===== config.mk =====
export PLATFORM = sky130hd
export DESIGN_NAME = uart_tx_fifo
export DESIGN_NICKNAME = d
export VERILOG_FILES = /design/src/rtl/uart_pkg.sv /design/src/rtl/sync_fifo.sv /design/src/rtl/uart_tx_fifo.sv
export SDC_FILE = /design/constraint.sdc
export NUM_CORES = 1
export LEC_CHECK = 0
export ABC_AREA = 1
export BUFFER_PORTS_ARGS = -buffer_cell sky130_fd_sc_hd__buf_2
export CAP_MARGIN = 10
export CORE_ASPECT_RATIO = 0.7
export CORE_MARGIN = 2
export CORE_UTILIZATION = 50
export DETAILED_ROUTE_END_ITERATION = 10
export PLACE_DENSITY = 0.77
export SETUP_SLACK_MARGIN = 0.4
export SYNTH_ARGS = -nofsm -noshare
export SYNTH_HDL_FRONTEND = slang
export SYNTH_SLANG_ARGS = --single-unit

===== constraint.sdc =====
create_clock -name clk -period 5.89 [get_ports clk]
set_clock_uncertainty 0.05 [all_clocks]
set_input_delay 0.589 -clock clk [delete_from_list [all_inputs] [get_ports clk]]
set_output_delay 0.589 -clock clk [all_outputs]
set_load 0.1 [all_outputs]

===== src/rtl/uart_pkg.sv =====
// Shared UART definitions: parity encodings and TX/RX FSM state codes.
// Imported by the transmitter top and reusable by the matching receiver.
package uart_pkg;

  localparam logic [1:0] PAR_NONE = 2'd0;
  localparam logic [1:0] PAR_ODD  = 2'd1;
  localparam logic [1:0] PAR_EVEN = 2'd2;

  localparam logic [2:0] ST_IDLE   = 3'd0;
  localparam logic [2:0] ST_START  = 3'd1;
  localparam logic [2:0] ST_DATA   = 3'd2;
  localparam logic [2:0] ST_PARITY = 3'd3;
  localparam logic [2:0] ST_STOP   = 3'd4;

endpackage


===== src/rtl/sync_fifo.sv =====
// Synchronous FIFO, sync active-low reset, registered full/empty/count.
// Ports: push/wdata in, pop/rdata (head, combinational) out, full, empty, count.
module sync_fifo #(
  parameter int WIDTH = 8,
  parameter int DEPTH = 16
) (
  input  logic                     clk,
  input  logic                     rst,
  input  logic                     push,
  input  logic                     pop,
  input  logic [WIDTH-1:0]         wdata,
  output logic [WIDTH-1:0]         rdata,
  output logic                     full,
  output logic                     empty,
  output logic [$clog2(DEPTH):0]   count
);

  localparam int AW = $clog2(DEPTH);

  logic [WIDTH-1:0] mem [DEPTH];
  logic [AW-1:0]    wptr;
  logic [AW-1:0]    rptr;
  logic             do_push;
  logic             do_pop;
  logic [AW:0]      count_n;

  assign do_push = push && !full;
  assign do_pop  = pop && !empty;
  assign count_n = count
                 + {{AW{1'b0}}, do_push}
                 - {{AW{1'b0}}, do_pop};
  assign rdata   = mem[rptr];

  always_ff @(posedge clk) begin
    if (do_push) mem[wptr] <= wdata;
  end

  // Flags are registered from the post-update count.
  always_ff @(posedge clk) begin
    if (!rst) begin
      wptr  <= '0;
      rptr  <= '0;
      count <= '0;
      full  <= 1'b0;
      empty <= 1'b1;
    end else begin
      if (do_push) wptr <= wptr + 1'b1;
      if (do_pop)  rptr <= rptr + 1'b1;
      count <= count_n;
      full  <= (count_n == DEPTH[AW:0]);
      empty <= (count_n == '0);
    end
  end

endmodule


===== src/rtl/uart_tx_fifo.sv =====
// UART transmitter fed by a FIFO; runtime divisor, parity, 1/2 stop bits.
// Ports: s_data/s_valid/s_ready write port, serial_out line, busy, tx_done, fifo_count.
module uart_tx_fifo
  import uart_pkg::*;
#(
  parameter int DATA_BITS  = 8,
  parameter int FIFO_DEPTH = 16,
  parameter int DIV_WIDTH  = 16
) (
  input  logic                          clk,
  input  logic                          rst,
  input  logic [DIV_WIDTH-1:0]          baud_div,
  input  logic [1:0]                    parity_type,
  input  logic                          two_stop,
  input  logic [DATA_BITS-1:0]          s_data,
  input  logic                          s_valid,
  output logic                          s_ready,
  output logic                          serial_out,
  output logic                          busy,
  output logic                          tx_done,
  output logic [$clog2(FIFO_DEPTH):0]   fifo_count
);

  localparam int AW = $clog2(FIFO_DEPTH);
  localparam int BW = $clog2(DATA_BITS);
  localparam logic [BW-1:0] LAST_BIT = BW'(DATA_BITS - 1);
  localparam logic [DIV_WIDTH-1:0] MIN_DIV = DIV_WIDTH'(2);

  logic [2:0]           state;
  logic [2:0]           state_n;
  logic [DIV_WIDTH-1:0] baud_cnt;
  logic [DIV_WIDTH-1:0] div_q;
  logic [BW-1:0]        bit_cnt;
  logic [DATA_BITS-1:0] shreg;
  logic [DATA_BITS-1:0] head;
  logic                 par_bit;
  logic                 par_en;
  logic                 two_q;
  logic                 stop2;
  logic                 full;
  logic                 empty;
  logic                 push;
  logic                 pop;
  logic                 bit_end;
  logic                 line_n;
  logic                 done_n;
  logic [AW:0]          count_n;

  assign s_ready = ~full;
  assign push    = s_valid && s_ready;
  assign bit_end = (baud_cnt == div_q - DIV_WIDTH'(1));
  assign count_n = fifo_count
                 + {{AW{1'b0}}, push}
                 - {{AW{1'b0}}, pop};

  sync_fifo #(
    .WIDTH (DATA_BITS),
    .DEPTH (FIFO_DEPTH)
  ) u_fifo (
    .clk   (clk),
    .rst   (rst),
    .push  (push),
    .pop   (pop),
    .wdata (s_data),
    .rdata (head),
    .full  (full),
    .empty (empty),
    .count (fifo_count)
  );

  always_comb begin
    state_n = state;
    pop     = 1'b0;
    line_n  = 1'b1;
    done_n  = 1'b0;
    unique case (state)
      ST_IDLE: begin
        if (!empty) begin
          pop     = 1'b1;
          state_n = ST_START;
        end
      end
      ST_START: begin
        line_n = 1'b0;
        if (bit_end) state_n = ST_DATA;
      end
      ST_DATA: begin
        line_n = shreg[0];
        if (bit_end && bit_cnt == LAST_BIT)
          state_n = par_en ? ST_PARITY : ST_STOP;
      end
      ST_PARITY: begin
        line_n = par_bit;
        if (bit_end) state_n = ST_STOP;
      end
      ST_STOP: begin
        // Popping on the last stop cycle gives zero idle gap.
        if (bit_end && (stop2 || !two_q)) begin
          done_n = 1'b1;
          if (!empty) begin
            pop     = 1'b1;
            state_n = ST_START;
          end else begin
            state_n = ST_IDLE;
          end
        end
      end
      default: state_n = ST_IDLE;
    endcase
  end

  // Line and tx_done are registered, so they trail the state by a cycle.
  always_ff @(posedge clk) begin
    if (!rst) begin
      state      <= ST_IDLE;
      baud_cnt   <= '0;
      bit_cnt    <= '0;
      shreg      <= '0;
      par_bit    <= 1'b0;
      par_en     <= 1'b0;
      two_q      <= 1'b0;
      stop2      <= 1'b0;
      div_q      <= MIN_DIV;
      serial_out <= 1'b1;
      tx_done    <= 1'b0;
      busy       <= 1'b0;
    end else begin
      state      <= state_n;
      serial_out <= line_n;
      tx_done    <= done_n;
      busy       <= (state_n != ST_IDLE) || (count_n != '0);
      if (pop) begin
        shreg    <= head;
        par_bit  <= (parity_type == PAR_ODD) ? ~^head : ^head;
        par_en   <= (parity_type == PAR_ODD) ||
                    (parity_type == PAR_EVEN);
        two_q    <= two_stop;
        div_q    <= (baud_div < MIN_DIV) ? MIN_DIV : baud_div;
        baud_cnt <= '0;
        bit_cnt  <= '0;
        stop2    <= 1'b0;
      end else if (state != ST_IDLE) begin
        baud_cnt <= bit_end ? '0 : baud_cnt + DIV_WIDTH'(1);
        if (bit_end && state == ST_DATA) begin
          shreg   <= shreg >> 1;
          bit_cnt <= (bit_cnt == LAST_BIT) ? '0 : bit_cnt + BW'(1);
        end
        if (bit_end && state == ST_STOP) stop2 <= 1'b1;
      end
    end
  end

endmodule


### After elaboration in Yosys (flattened, before gate mapping)

Memories as Yosys holds them, arrays and structs flattened. A register that Yosys moved wholly into a read port is not among the register bits.
Cells that the tools add are included.

* eq/ne operators: 9
* $add $sub $neg: 9
* order comparisons: 1
* bitwise logic cells: 2
* mux-type cells: 24
* reduce and logical (&&, ||, !) cells: 27

Operators with widths (number)
* $mux W16: 2
* $mux W8: 3
* $mux W3: 7
* $add A16 B1 Y16 const B: 1
* $eq A16 B16 Y1: 1
* $lt A16 B2 Y1 const B: 1
* $sub A16 B1 Y16 const B: 1
* $pmux W3 S5: 1
* $add A5 B1 Y5: 2
* $sub A5 B1 Y5: 2
* $add A4 B1 Y4 const B: 2
* $mux W4: 2
* $reduce_and A2 Y1: 4
* $reduce_xnor A8 Y1: 1
* $reduce_xor A8 Y1: 1
* $logic_and A1 B1 Y1: 7
* $mux W1: 7
* $eq A3 B2 Y1 const B: 2
* $eq A3 B3 Y1 const B: 2
* $reduce_bool A3 Y1: 2
* $eq A5 B5 Y1 const B: 1
* $logic_not A5 Y1: 1
* $reduce_bool A5 Y1: 1
* $reduce_bool A2 Y1: 2
* 11 further kinds: 16

* memories: 1
* register bits: 68
* memory bits (writable): 128

Memory list
* u_fifo.mem: depth 16, bits a word 8, read ports 1, clocked after Yosys merged registers in 1, write ports 1, RTL line sync_fifo.sv:20 `logic [WIDTH-1:0] mem [DEPTH];`

### Logic depth before layout (Yosys ltp)

* depth after elaboration: 8
* depth in mapped cells: 30

### Hierarchy

Synthesis repeated with hierarchy kept, for this count alone.

* cells, all modules: 1216
* area total of the unflattened synthesis: 10059.6 um2

By module, submodules not included
* sync_fifo: cells an instance 657, instances 1, seq. area each 4224.1 um2, area each 6488.7 um2
* uart_tx_fifo: cells an instance 559, instances 1, seq. area each 1061.0 um2, area each 3570.9 um2

### Worst setup path after synthesis

OpenSTA, ideal clock, no wires.

* path kind: reg-to-reg
* start: reg div_q[0]
* end: reg busy
* path slack: 2.395 ns
* clock period less this slack: 3.495 ns
* stages on the path, launching flop included: 26
* required time: 5.719 ns
* setup time: 0.121 ns
* buffers on the path: 1
* arrival: 3.324 ns
* cell sequence: dfxtp_1 > inv_1 > ha_1 > nand2_1 > nor2_1 > nand3_1 > nand3_1 > and2_1 > nand3_1 > nor2_1 > nand3_2 > nand2_4 > nand2_4 > buf_6 > nor2_2 > inv_1 > nand2_1 > ha_1 > inv_1 > fa_1 > o31ai_1 > o21ai_0 > nor2_1 > nor2_1 > a21oi_1 > nand3_1

* cells in the longest elaborated chain, start to end: 8
* elaborated cells between the ends (all ways): 15
* those cells by class: add/sub: 2; eq/ne: 1; mux: 7; reduce/logical: 5

Ends and longest elaborated chain
* start: declaration: RTL line uart_tx_fifo.sv:32 `logic [DIV_WIDTH-1:0] div_q;`
* start signal: assignment: RTL line uart_tx_fifo.sv:138 `div_q <= (baud_div < MIN_DIV) ? MIN_DIV : baud_div;`
* $sub A16 B1 Y16 (*): RTL line uart_tx_fifo.sv:51 `assign bit_end = (baud_cnt == div_q - DIV_WIDTH'(1));`
* $eq A16 B16 Y1 (*): RTL line uart_tx_fifo.sv:51
* $logic_and A1 B1 Y1: RTL line uart_tx_fifo.sv:98 `if (bit_end && (stop2 || !two_q)) begin`
* $mux W1: RTL line uart_tx_fifo.sv:98
* $pmux W1 S2: RTL line uart_tx_fifo.sv:76 `unique case (state)`
* $sub A5 B1 Y5: RTL line uart_tx_fifo.sv:54 `- {{AW{1'b0}}, pop};`
* $reduce_bool A5 Y1: RTL line uart_tx_fifo.sv:131 `busy <= (state_n != ST_IDLE) || (count_n != '0);`
* $logic_or A1 B1 Y1 (*): RTL line uart_tx_fifo.sv:131
* end signal: assignment: RTL line uart_tx_fifo.sv:131
* end: declaration: RTL line uart_tx_fifo.sv:19 `output logic busy,`

Mark *: on every way between the ends. The rest lies on a longest branch, timed or not.
A chain may end at the register's enable or synchronous reset.

### Final worst setup path

Same ends and word-level chain as after synthesis.

==> flow_summary.json <==
{
  "fin_crit_ns": 4.16,
  "arrival_ns": 4.44,
  "maxCapViolations": 0,
  "setup-tns-final_ns": 0,
  "slew_viol_final": 0,
  "root_buffer": "clkbuf_16",
  "io_buffer_count": 38,
  "switching_power_w": 0.00153,
  "maxSlewHeadroom_pct": 36.7,
  "grt_start_max_net_pins": 85,
  "fp.dieW_um": 168,
  "dpl.cell_count": 1316,
  "syn_area_sq_mm": 0.00943,
  "ys_seq_area_share_pct": 56.0,
  "grt_pass1_vias": 6608,
  "dr_total_vias": 7306,
  "fmaxAchievable_mhz": 240,
  "seq_power_share_pct": 40.9,
  "die_h_um": 119,
  "htreeDepth": 4,
  "reg2reg_depth": 24,
  "synth_warnings": 0,
  "post-route-drc-count": 0,
  "cts_buffers": 17,
  "cts_setup_buffers": 0,
  "cp_cell_sequence": "inv_1, ha_1, nand2_1, nor2_1, nand3_1, nand3_1, and2_1, nand3_1, nor2_1, nand3_2, nand2_4, nand2_4, nor2_2, inv_1, nand2_1, ha_1, inv_1, fa_1, o31ai_1, o21ai_0, nor2_1, nor2_1, a21oi_1, nand3_1",
  "synth_cell_types": 36,
  "powerDensity_mw_per_mm2": 392,
  "grt_pass1_wl_um": 33700,
  "avgSynthCellArea_sq_um": 8.82,
  "fp.dieArea_sq_mm": 0.0200,
  "overflow": 0,
  "final.period_utilization_pct": 70.7,
  "ioPinCount": 39,
  "place_hpwl_um": 14300,
  "pwr-share-clk_pct": 27.2,
  "final_hold_viol_count": 0,
  "slowest_delay_ns": 0.41,
  "n_fill_cell": 1588,
  "worst_pin_slew_ns": 0.946,
  "cp_slowest_cell": "fa_1",
  "start_kind": "flip-flop",
  "drtIter0Drc": 765,
  "intPower_w": 0.00253,
  "nets": 1147,
  "required_ns": 6.17,
  "worst_hold_startpoint": "baud_div[15]",
  "final_antenna_net_count": 0,
  "cts_tree": "done",
  "status": "finished clean",
  "cts.path.max_buffers": 2,
  "grt_use_total_pct": 21.6,
  "cts.sinks": 200,
  "swShare_pct": 37.8,
  "start_util_pct": 51.6,
  "regToRegStartpoint": "div_q[0]",
  "clk_pin_slew_ns": 0.07,
  "r2r_setup_slack_ns": 1.73,
  "place_congestion": 0.919,
  "fin_cells": 1348,
  "rsz0062_at_grt": "false",
  "worstHoldPathCells": 3,
  "startpoint": "div_q[0]",
  "syn_to_final_growth_pct": 9.79,
  "cts_hold_buf": 0,
  "rows": 41,
  "wire_per_inst_um": 15.7,
  "n_antenna_cell": 0,
  "antenna_found_initial": 0,
  "critPathKind": "reg -> reg",
  "wl_um": 21100,
  "final_layout_size_suffix_gt1_share_pct": 8.81,
  "fin_worst_hold_slack_ns": 0.305,
  "peakVddDrop_mv": 0.413,
  "hold_path_end": "div_q[15]",
  "reg2reg_to": "busy",
  "worstSetupEndpointType": "flip-flop",
  "critPathMaxFanout": 20,
  "ys_ff_latch": 200,
  "post_cts_resize_count": 0,
  "coreArea_sq_mm": 0.0183,
  "dr.pass1.iters": 7,
  "setup_violations": 0,
  "postSynthCellCount": 1069,
  "cellLeakagePower_nw": 4.23,
  "synth_nets": 1117,
  "via_per_inst": 5.42,
  "combPwrFrac_pct": 31.9,
  "clk_latency_ns": 0.44,
  "hp-class": "in -> reg"
}
[cell type report]
cell class	count	area [sq um]	area share, %
Sequential cell	200	5290	51.1
Multi-Input combinational cell	706	3500	33.8
Inverter	131	492	4.75
Clock buffer	20	437	4.22
Tap cell	236	295	2.85
Timing Repair Buffer	43	228	2.20
Clock inverter	12	111	1.08
[layer usage]
metal	vias to the layer above	GRT usage, %	part of all wire, %
li1	3577	-	-
met1	3438	32.8	49
met2	271	31.3	43
met3	20	4.55	7.4
met4	0	6.14	1.0
met5	-	0	0
[synthesized netlist by cell type]
master | n | area, sq um
buf_6 | 3 | 33.8
fa_1 | 2 | 40.0
nand2_2 | 2 | 12.5
o21ai_1 | 3 | 15.0
o21ai_2 | 7 | 61.3
nor2_2 | 6 | 37.5
a31oi_1 | 1 | 6.26
buf_2 | 5 | 25.0
nor2_4 | 2 | 22.5
xor2_1 | 23 | 201
nand2_1 | 234 | 878
edfxtp_1 | 128 | 3840
inv_2 | 1 | 3.75
o211ai_1 | 28 | 210
a21oi_1 | 33 | 165
a221o_1 | 1 | 10.0
nand4_1 | 8 | 50.1
ha_1 | 16 | 200
nand3_1 | 89 | 445
nor2_8 | 1 | 20.0
o31ai_1 | 1 | 7.51
nor4_1 | 3 | 18.8
xnor2_1 | 8 | 70.1
clkinv_1 | 2 | 7.51
and2_1 | 1 | 6.26
inv_1 | 128 | 480
a21boi_0 | 1 | 7.51
o21ai_0 | 66 | 330
nor3_1 | 7 | 35.0
buf_1 | 2 | 7.51
clkbuf_1 | 22 | 82.6
nand3_2 | 2 | 20.0
dfxtp_1 | 72 | 1440
nor3_2 | 1 | 10.0
nand2_4 | 3 | 33.8
nor2_1 | 157 | 589
[worst max path at each step]
stage	end	cells after the start
2_1_floorplan	busy	25
3_3_place_gp	busy	24
6_report	busy	24
4_1_cts	busy	24
5_1_grt	busy	24
3_5_place_dp	busy	24
[cell usage in the layout, fill, tap and decap left out, drive strengths merged, types with 28 or more instances in the layout]
| cell type | netlist | routed |
|---|---|---|
| nand2 | 239 | 239 |
| nand3 | 91 | 91 |
| inv | 129 | 136 |
| nor2 | 166 | 166 |
| o21ai | 76 | 76 |
| a21oi | 33 | 33 |
| dfxtp | 72 | 72 |
| buf | 10 | 43 |
| o211ai | 28 | 28 |
| edfxtp | 128 | 128 |
[critical path: cells and delay by family, from the launching register on]
| kind | cells | cell delay [ns] |
|---|---|---|
| simple gates | 15 | 1.98 |
| fa+ha+maj | 3 | 0.86 |
| compound gates | 3 | 0.55 |
| flops | 1 | 0.32 |
| buf+inv | 3 | 0.28 |
[power by group through the flow]
stage / sequential, W / combinational [W] / clock [W]
after floorplan: 0.00179 / 0.000885 / 0
after global placement: 0.00168 / 0.00124 / 0
after detailed placement: 0.00169 / 0.00127 / 0
after CTS: 0.00166 / 0.00129 / 0.00112
after global routing: 0.00167 / 0.00146 / 0.00117
final: 0.00166 / 0.00130 / 0.00110
[stage by stage]
step | total power (W) | util, % | instance area (sq um) | setup WS (ns)
finish | 0.00406 | 56.7 | 10400 | 1.73
CTS | 0.00407 | 56.7 | 10400 | 1.78
global route | 0.00431 | 56.7 | 10400 | 1.38
detailed placement | 0.00296 | 53.7 | 9810 | 1.82
floorplan | 0.00268 | - | 9430 | 2.40
global placement | 0.00293 | 53.7 | 9810 | 2.11
[sequential cells by signal (all words and copies together) (netlist names), 3 cells and up, named ones only]
register and flops:
shreg 8, state 3, div_q 16, u_fifo.count 5, u_fifo.rptr 4, u_fifo.wptr 4
u_fifo.mem 128, baud_cnt 16, bit_cnt 3
[cell families after synthesis]
logic type / after synthesis / share of synthesized area, %
flops: 200 / 56.0
xor+xnor: 31 / 2.88
fa+ha+maj: 18 / 2.55
simple gates: 516 / 23.1
compound gates: 141 / 8.62
buf+inv: 163 / 6.79
Note: power is estimated with default switching activity, not from simulation.
